--- src/rtl/godai_trace_buffer.sv ---
// Trace capture FIFO for the Godai core: time-stamps masked event strobes and drains records over valid/ready.
// Define TRACE_DEDUP_EN to suppress hits identical (events, instr_count) to the last pushed record.
module godai_trace_buffer #(
    parameter  int NUM_EVENTS = 6,
    parameter  int DEPTH      = 16,
    parameter  int TS_WIDTH   = 16,
    localparam int REC_WIDTH  = TS_WIDTH + NUM_EVENTS + 32,
    localparam int PTR_W      = $clog2(DEPTH),
    localparam int LVL_W      = PTR_W + 1
) (
    input  logic                  clk,
    input  logic                  rst,
    input  logic                  enable_i,
    input  logic                  clear_i,
    input  logic [NUM_EVENTS-1:0] event_mask_i,
    input  logic [NUM_EVENTS-1:0] events_i,
    input  logic [31:0]           instr_count_i,
    output logic                  rec_valid_o,
    input  logic                  rec_ready_i,
    output logic [REC_WIDTH-1:0]  rec_data_o,
    output logic [LVL_W-1:0]      level_o,
    output logic                  full_o,
    output logic                  empty_o,
    output logic                  overflow_o,
    output logic [15:0]           drop_count_o
);

    logic [REC_WIDTH-1:0]  mem_q [DEPTH];
    logic [PTR_W-1:0]      wr_ptr_q, wr_ptr_d;
    logic [PTR_W-1:0]      rd_ptr_q, rd_ptr_d;
    logic [LVL_W-1:0]      level_q, level_d;
    logic                  full_q, full_d;
    logic                  empty_q, empty_d;
    logic                  overflow_q, overflow_d;
    logic [15:0]           drop_q, drop_d;
    logic [TS_WIDTH-1:0]   ts_q, ts_d;

    logic [NUM_EVENTS-1:0] ev_masked;
    logic                  hit, pop, dup, push, drop;

    always_comb begin
        ev_masked = events_i & event_mask_i;
        hit       = enable_i & (|ev_masked);
        pop       = ~empty_q & rec_ready_i;
        // A pop in the same cycle frees the slot, so a full FIFO still accepts the hit.
        push      = hit & ~dup & (~full_q | pop);
        drop      = hit & ~dup & full_q & ~pop;
    end

`ifdef TRACE_DEDUP_EN
    logic                  last_valid_q;
    logic [NUM_EVENTS-1:0] last_ev_q;
    logic [31:0]           last_ic_q;

    assign dup = last_valid_q && (last_ev_q == ev_masked) && (last_ic_q == instr_count_i);

    always_ff @(posedge clk or posedge rst) begin
        if (rst) begin
            last_valid_q <= 1'b0;
            last_ev_q    <= '0;
            last_ic_q    <= '0;
        end else if (clear_i) begin
            last_valid_q <= 1'b0;
        end else if (push) begin
            last_valid_q <= 1'b1;
            last_ev_q    <= ev_masked;
            last_ic_q    <= instr_count_i;
        end
    end
`else
    assign dup = 1'b0;
`endif

    always_comb begin
        wr_ptr_d   = wr_ptr_q;
        rd_ptr_d   = rd_ptr_q;
        level_d    = level_q;
        overflow_d = overflow_q;
        drop_d     = drop_q;
        ts_d       = ts_q + TS_WIDTH'(1);
        // Clear treats the current cycle as ts=0, so the following cycle reads ts=1.
        if (clear_i) begin
            wr_ptr_d   = '0;
            rd_ptr_d   = '0;
            level_d    = '0;
            overflow_d = 1'b0;
            drop_d     = '0;
            ts_d       = TS_WIDTH'(1);
        end else begin
            if (push) wr_ptr_d = wr_ptr_q + PTR_W'(1);
            if (pop)  rd_ptr_d = rd_ptr_q + PTR_W'(1);
            case ({push, pop})
                2'b10:   level_d = level_q + LVL_W'(1);
                2'b01:   level_d = level_q - LVL_W'(1);
                default: level_d = level_q;
            endcase
            if (drop) begin
                overflow_d = 1'b1;
                if (drop_q != 16'hFFFF) drop_d = drop_q + 16'd1;
            end
        end
        full_d  = (level_d == LVL_W'(DEPTH));
        empty_d = (level_d == '0);
    end

    // NOTE: state registers use non-blocking assignments so every flop samples pre-edge values.
    always_ff @(posedge clk or posedge rst) begin
        if (rst) begin
            wr_ptr_q   <= '0;
            rd_ptr_q   <= '0;
            level_q    <= '0;
            full_q     <= 1'b0;
            empty_q    <= 1'b1;
            overflow_q <= 1'b0;
            drop_q     <= '0;
            ts_q       <= '0;
        end else begin
            wr_ptr_q   <= wr_ptr_d;
            rd_ptr_q   <= rd_ptr_d;
            level_q    <= level_d;
            full_q     <= full_d;
            empty_q    <= empty_d;
            overflow_q <= overflow_d;
            drop_q     <= drop_d;
            ts_q       <= ts_d;
        end
    end

    // NOTE: the record array has no reset; contents are only visible through rec_data_o when non-empty.
    always_ff @(posedge clk) begin
        if (push && !clear_i) mem_q[wr_ptr_q] <= {ts_q, ev_masked, instr_count_i};
    end

    assign rec_valid_o  = ~empty_q;
    assign rec_data_o   = empty_q ? '0 : mem_q[rd_ptr_q];
    assign level_o      = level_q;
    assign full_o       = full_q;
    assign empty_o      = empty_q;
    assign overflow_o   = overflow_q;
    assign drop_count_o = drop_q;

endmodule
--- config.mk ---
export PLATFORM = sky130hd
export DESIGN_NAME = godai_trace_buffer
export DESIGN_NICKNAME = d
export VERILOG_FILES = /design/src/rtl/godai_trace_buffer.sv
export SDC_FILE = /design/constraint.sdc
export NUM_CORES = 1
export LEC_CHECK = 0
export CAP_MARGIN = 20
export CORE_MARGIN = 5
export CORE_UTILIZATION = 55
export CTS_CLUSTER_DIAMETER = 120
export CTS_CLUSTER_SIZE = 20
export DETAILED_ROUTE_END_ITERATION = 8
export PLACE_DENSITY = 0.79
export SYNTH_ARGS = -nofsm -noshare
export SYNTH_HDL_FRONTEND = slang
export SYNTH_SLANG_ARGS = --single-unit
--- constraint.sdc ---
create_clock -name clk -period 8.3 [get_ports clk]
set_clock_uncertainty 0.05 [all_clocks]
set_input_delay 0.83 -clock clk [delete_from_list [all_inputs] [get_ports clk]]
set_output_delay 0.83 -clock clk [all_outputs]
set_load 0.01 [all_outputs]
==> flow_metrics.env <==
export IMPL_initial_core_util=0.555
export IMPL_layout_drive_gt1_share=0.166
export IMPL_synth_edf_count=864
export IMPL_die_y_um=265
export IMPL_dieWidth_um=265
export IMPL_hpwlAfterDp_um=38700
export IMPL_status="complete, no violations"
export IMPL_max_freq_mhz=190
export IMPL_cp_num_buf_inv=3
export IMPL_synthFlopType="edfxtp_1"
export IMPL_drv_cap=0
export IMPL_syn_area_per_cell_um2=20.7
export IMPL_cpMaxStageDelayCell="buf_4"
export IMPL_nNetsFinal=1906
export IMPL_firstDrtPassIters=5
export IMPL_io_buffers=127
export IMPL_finalCritPeriodShare=0.633
export IMPL_drt_total_wl_um=74400
export IMPL_crit_type="register to output port"
export IMPL_antennaDiodeCount=0
export IMPL_worst_slew_pin_slew_ns=1.14
export IMPL_multi_input_area_mm2=0.00808
export IMPL_p_leak_nw=12.0
export IMPL_grt_start_max_net_pins=108
export IMPL_cts_buffer_depth=3
export IMPL_setup_viol_count_final=0
export IMPL_cts_tree="yes"
export IMPL_crit_path_end_kind="output port"
export IMPL_fin_area_mm2=0.0393
export IMPL_setup_slack_ns=3.04
export IMPL_grt_pass1_vias=17843
export IMPL_viasPerCell=6.37
export IMPL_max_stage_delay_ns=0.70
export IMPL_io_pins=128
export IMPL_grt_pass1_wl_um=112000
export IMPL_netlist_area_mm2=0.0357
export IMPL_layout_common_cells="edfxtp_1, mux4_2, clkdlybuf4s50_1"
export IMPL_post_cts_repair_setup_buffers=0
export IMPL_final_common_cell="edfxtp_1"
export IMPL_yosysWarnings=0
export IMPL_ys_seq_area_frac=0.761
export IMPL_root_buffer="clkbuf_16"
export IMPL_drc=0
export IMPL_regArea_mm2=0.0272
export IMPL_grt_ovfl_total=0
export IMPL_postSynth_asyncResetShare=0.0526
export IMPL_relSlewSlack=0.242
export IMPL_clk_latency_ns=0.62
export IMPL_pre_cts_slack_ns=3.56
export IMPL_cts_buffers=51
export IMPL_finalHoldViolations=0
export IMPL_cts_resized_gates=0
export IMPL_p_per_area_mw_per_mm2=232
export IMPL_core_mm2=0.0643
export IMPL_num_vias=17411
export IMPL_place_congestion=0.788
export IMPL_wire_per_inst_um=27.2
export IMPL_fill_cells=4302
export IMPL_antenna_found_initial=0
export IMPL_rsz0062_at_grt="no"
export IMPL_ant_nets=0
export IMPL_synthCells=1722
export IMPL_crit_fanout=36
export IMPL_path_delay_family="buffers and inverters"
export IMPL_min_period_ns=5.26
export IMPL_whs_ns=0.378
export IMPL_peakVddDrop_uv=190
export IMPL_hold_class="primary input to asynchronous set/reset pin"
export IMPL_slew_violations=0
export IMPL_grt_use_total=0.211
export IMPL_clkTransAtPathRegs_ns=0.08
export IMPL_worstSetupStartpointType="register"
export IMPL_crit_top_cell="buf_4"
export IMPL_drtIter0Drc=1821
export IMPL_dieArea_mm2=0.0701
export IMPL_fp_row_count=93
export IMPL_cts_hold_buf=0
export IMPL_arrival_ns=4.38
export IMPL_required_ns=7.42
export IMPL_post_dp_cell_area_mm2=0.0379
export IMPL_cts_htree_levels=2
export IMPL_cts_sinks=912
export IMPL_finalSetupTns_ns=0
export IMPL_area_growth_pct=10.2
export IMPL_yosysUniqueCellTypes=54
export IMPL_cp_cell_sequence="buf_4 -> buf_4 -> nor2b_2 -> nand2_1 -> a32oi_1 -> o211ai_1 -> clkdlybuf4s50_1"
export IMPL_synth_ff_latch_count=912
export IMPL_synth_nets=1783
stage by stage:
stage	instances	total power, mW	util
CTS	2730	9.18	0.611
detailed placement	2645	6.70	0.588
global route	2732	9.46	0.611
floorplan	1722	6.22	-
global placement	2644	6.67	0.588
finish	2732	9.11	0.611
synthesized netlist by cell type (all sizes together) (3+ instances only):
library cell	instances	area [µm²]
nand3	19	108
or3	7	43.8
a32oi	15	131
nand4	26	169
xor2	15	131
nor3	5	30.0
dfrtp	47	1180
nor2b	11	68.8
o22ai	27	169
or4	3	26.3
nor3b	4	30.0
o21ai	9	45.0
a22o	12	105
clkbuf	30	113
xnor2	7	61.3
ha	11	138
mux4	189	4260
and4b	3	30.0
mux2	4	45.0
buf	58	378
a221o	12	120
o41ai	3	26.3
edfxtp	864	25900
o211ai	15	113
nand2	64	243
and4	10	87.6
and2	9	56.3
a22oi	15	113
and3	24	155
a21oi	17	85.1
nor2	48	180
mux2i	111	1110
inv	11	41.3
logic make-up after synthesis:
family | synth area share
flip-flops | 0.761
multiplexers | 0.152
AND/OR/NAND/NOR | 0.0364
AO/OA/AOI/OAI | 0.0267
buffers and inverters | 0.0149
XOR/XNOR | 0.00540
adder cells (fa/ha/maj) | 0.00442
report_power, final:
| group | total, mW | internal, mW | switching [mW] |
|---|---|---|---|
| Clock | 2.53 | 1.19 | 1.34 |
| Sequential | 5.16 | 5.07 | 0.0829 |
| Combinational | 1.43 | 0.725 | 0.700 |
| Total | 9.11 | 6.99 | 2.13 |
worst reg2reg max path, stage by stage (launching register included):
cell and delay [ns]:
dfstp_2 0.43, or2b_4 0.28, inv_1 0.17, o21ai_1 0.13
nor3_2 0.47, nand2_2 0.21, nor2_4 0.80, buf_4 0.63
sequential cells by signal (all words and copies together), names as in the netlist:
| signal | flops |
|---|---|
| ts_q | 16 |
| rd_ptr_q | 4 |
| full_o | 1 |
| mem_q | 864 |
| wr_ptr_q | 4 |
| drop_count_o | 16 |
| overflow_o | 1 |
| empty_o | 1 |
| level_o | 5 |
final timing paths:
path	end	cells after the start	slack (ns)	from
max	rec_data_o[5]	7	3.04	rd_ptr_q[2]
min	level_o[4]	2	0.38	rst
max reg2reg	mem_q[15][29]	7	4.70	empty_o
min reg2reg	overflow_o	2	0.50	overflow_o
max in group asynchronous	rd_ptr_q[0]	3	7.33	rst
min in group clk	overflow_o	2	0.50	overflow_o
area by class of cell:
type / count / area share
Tap cell: 855 / 0.0272
Timing Repair Buffer: 158 / 0.0392
Sequential cell: 912 / 0.690
Inverter: 11 / 0.00105
Clock inverter: 1 / 0.000223
Clock buffer: 84 / 0.0367
Multi-Input combinational cell: 711 / 0.205
routing by layer:
| layer | wire length, µm | GRT usage |
|---|---|---|
| met5 | 0 | 0 |
| met4 | 1420 | 0.0494 |
| met3 | 5740 | 0.0299 |
| met2 | 37700 | 0.354 |
| met1 | 29500 | 0.302 |
Note: power is estimated with default switching activity, not from simulation.
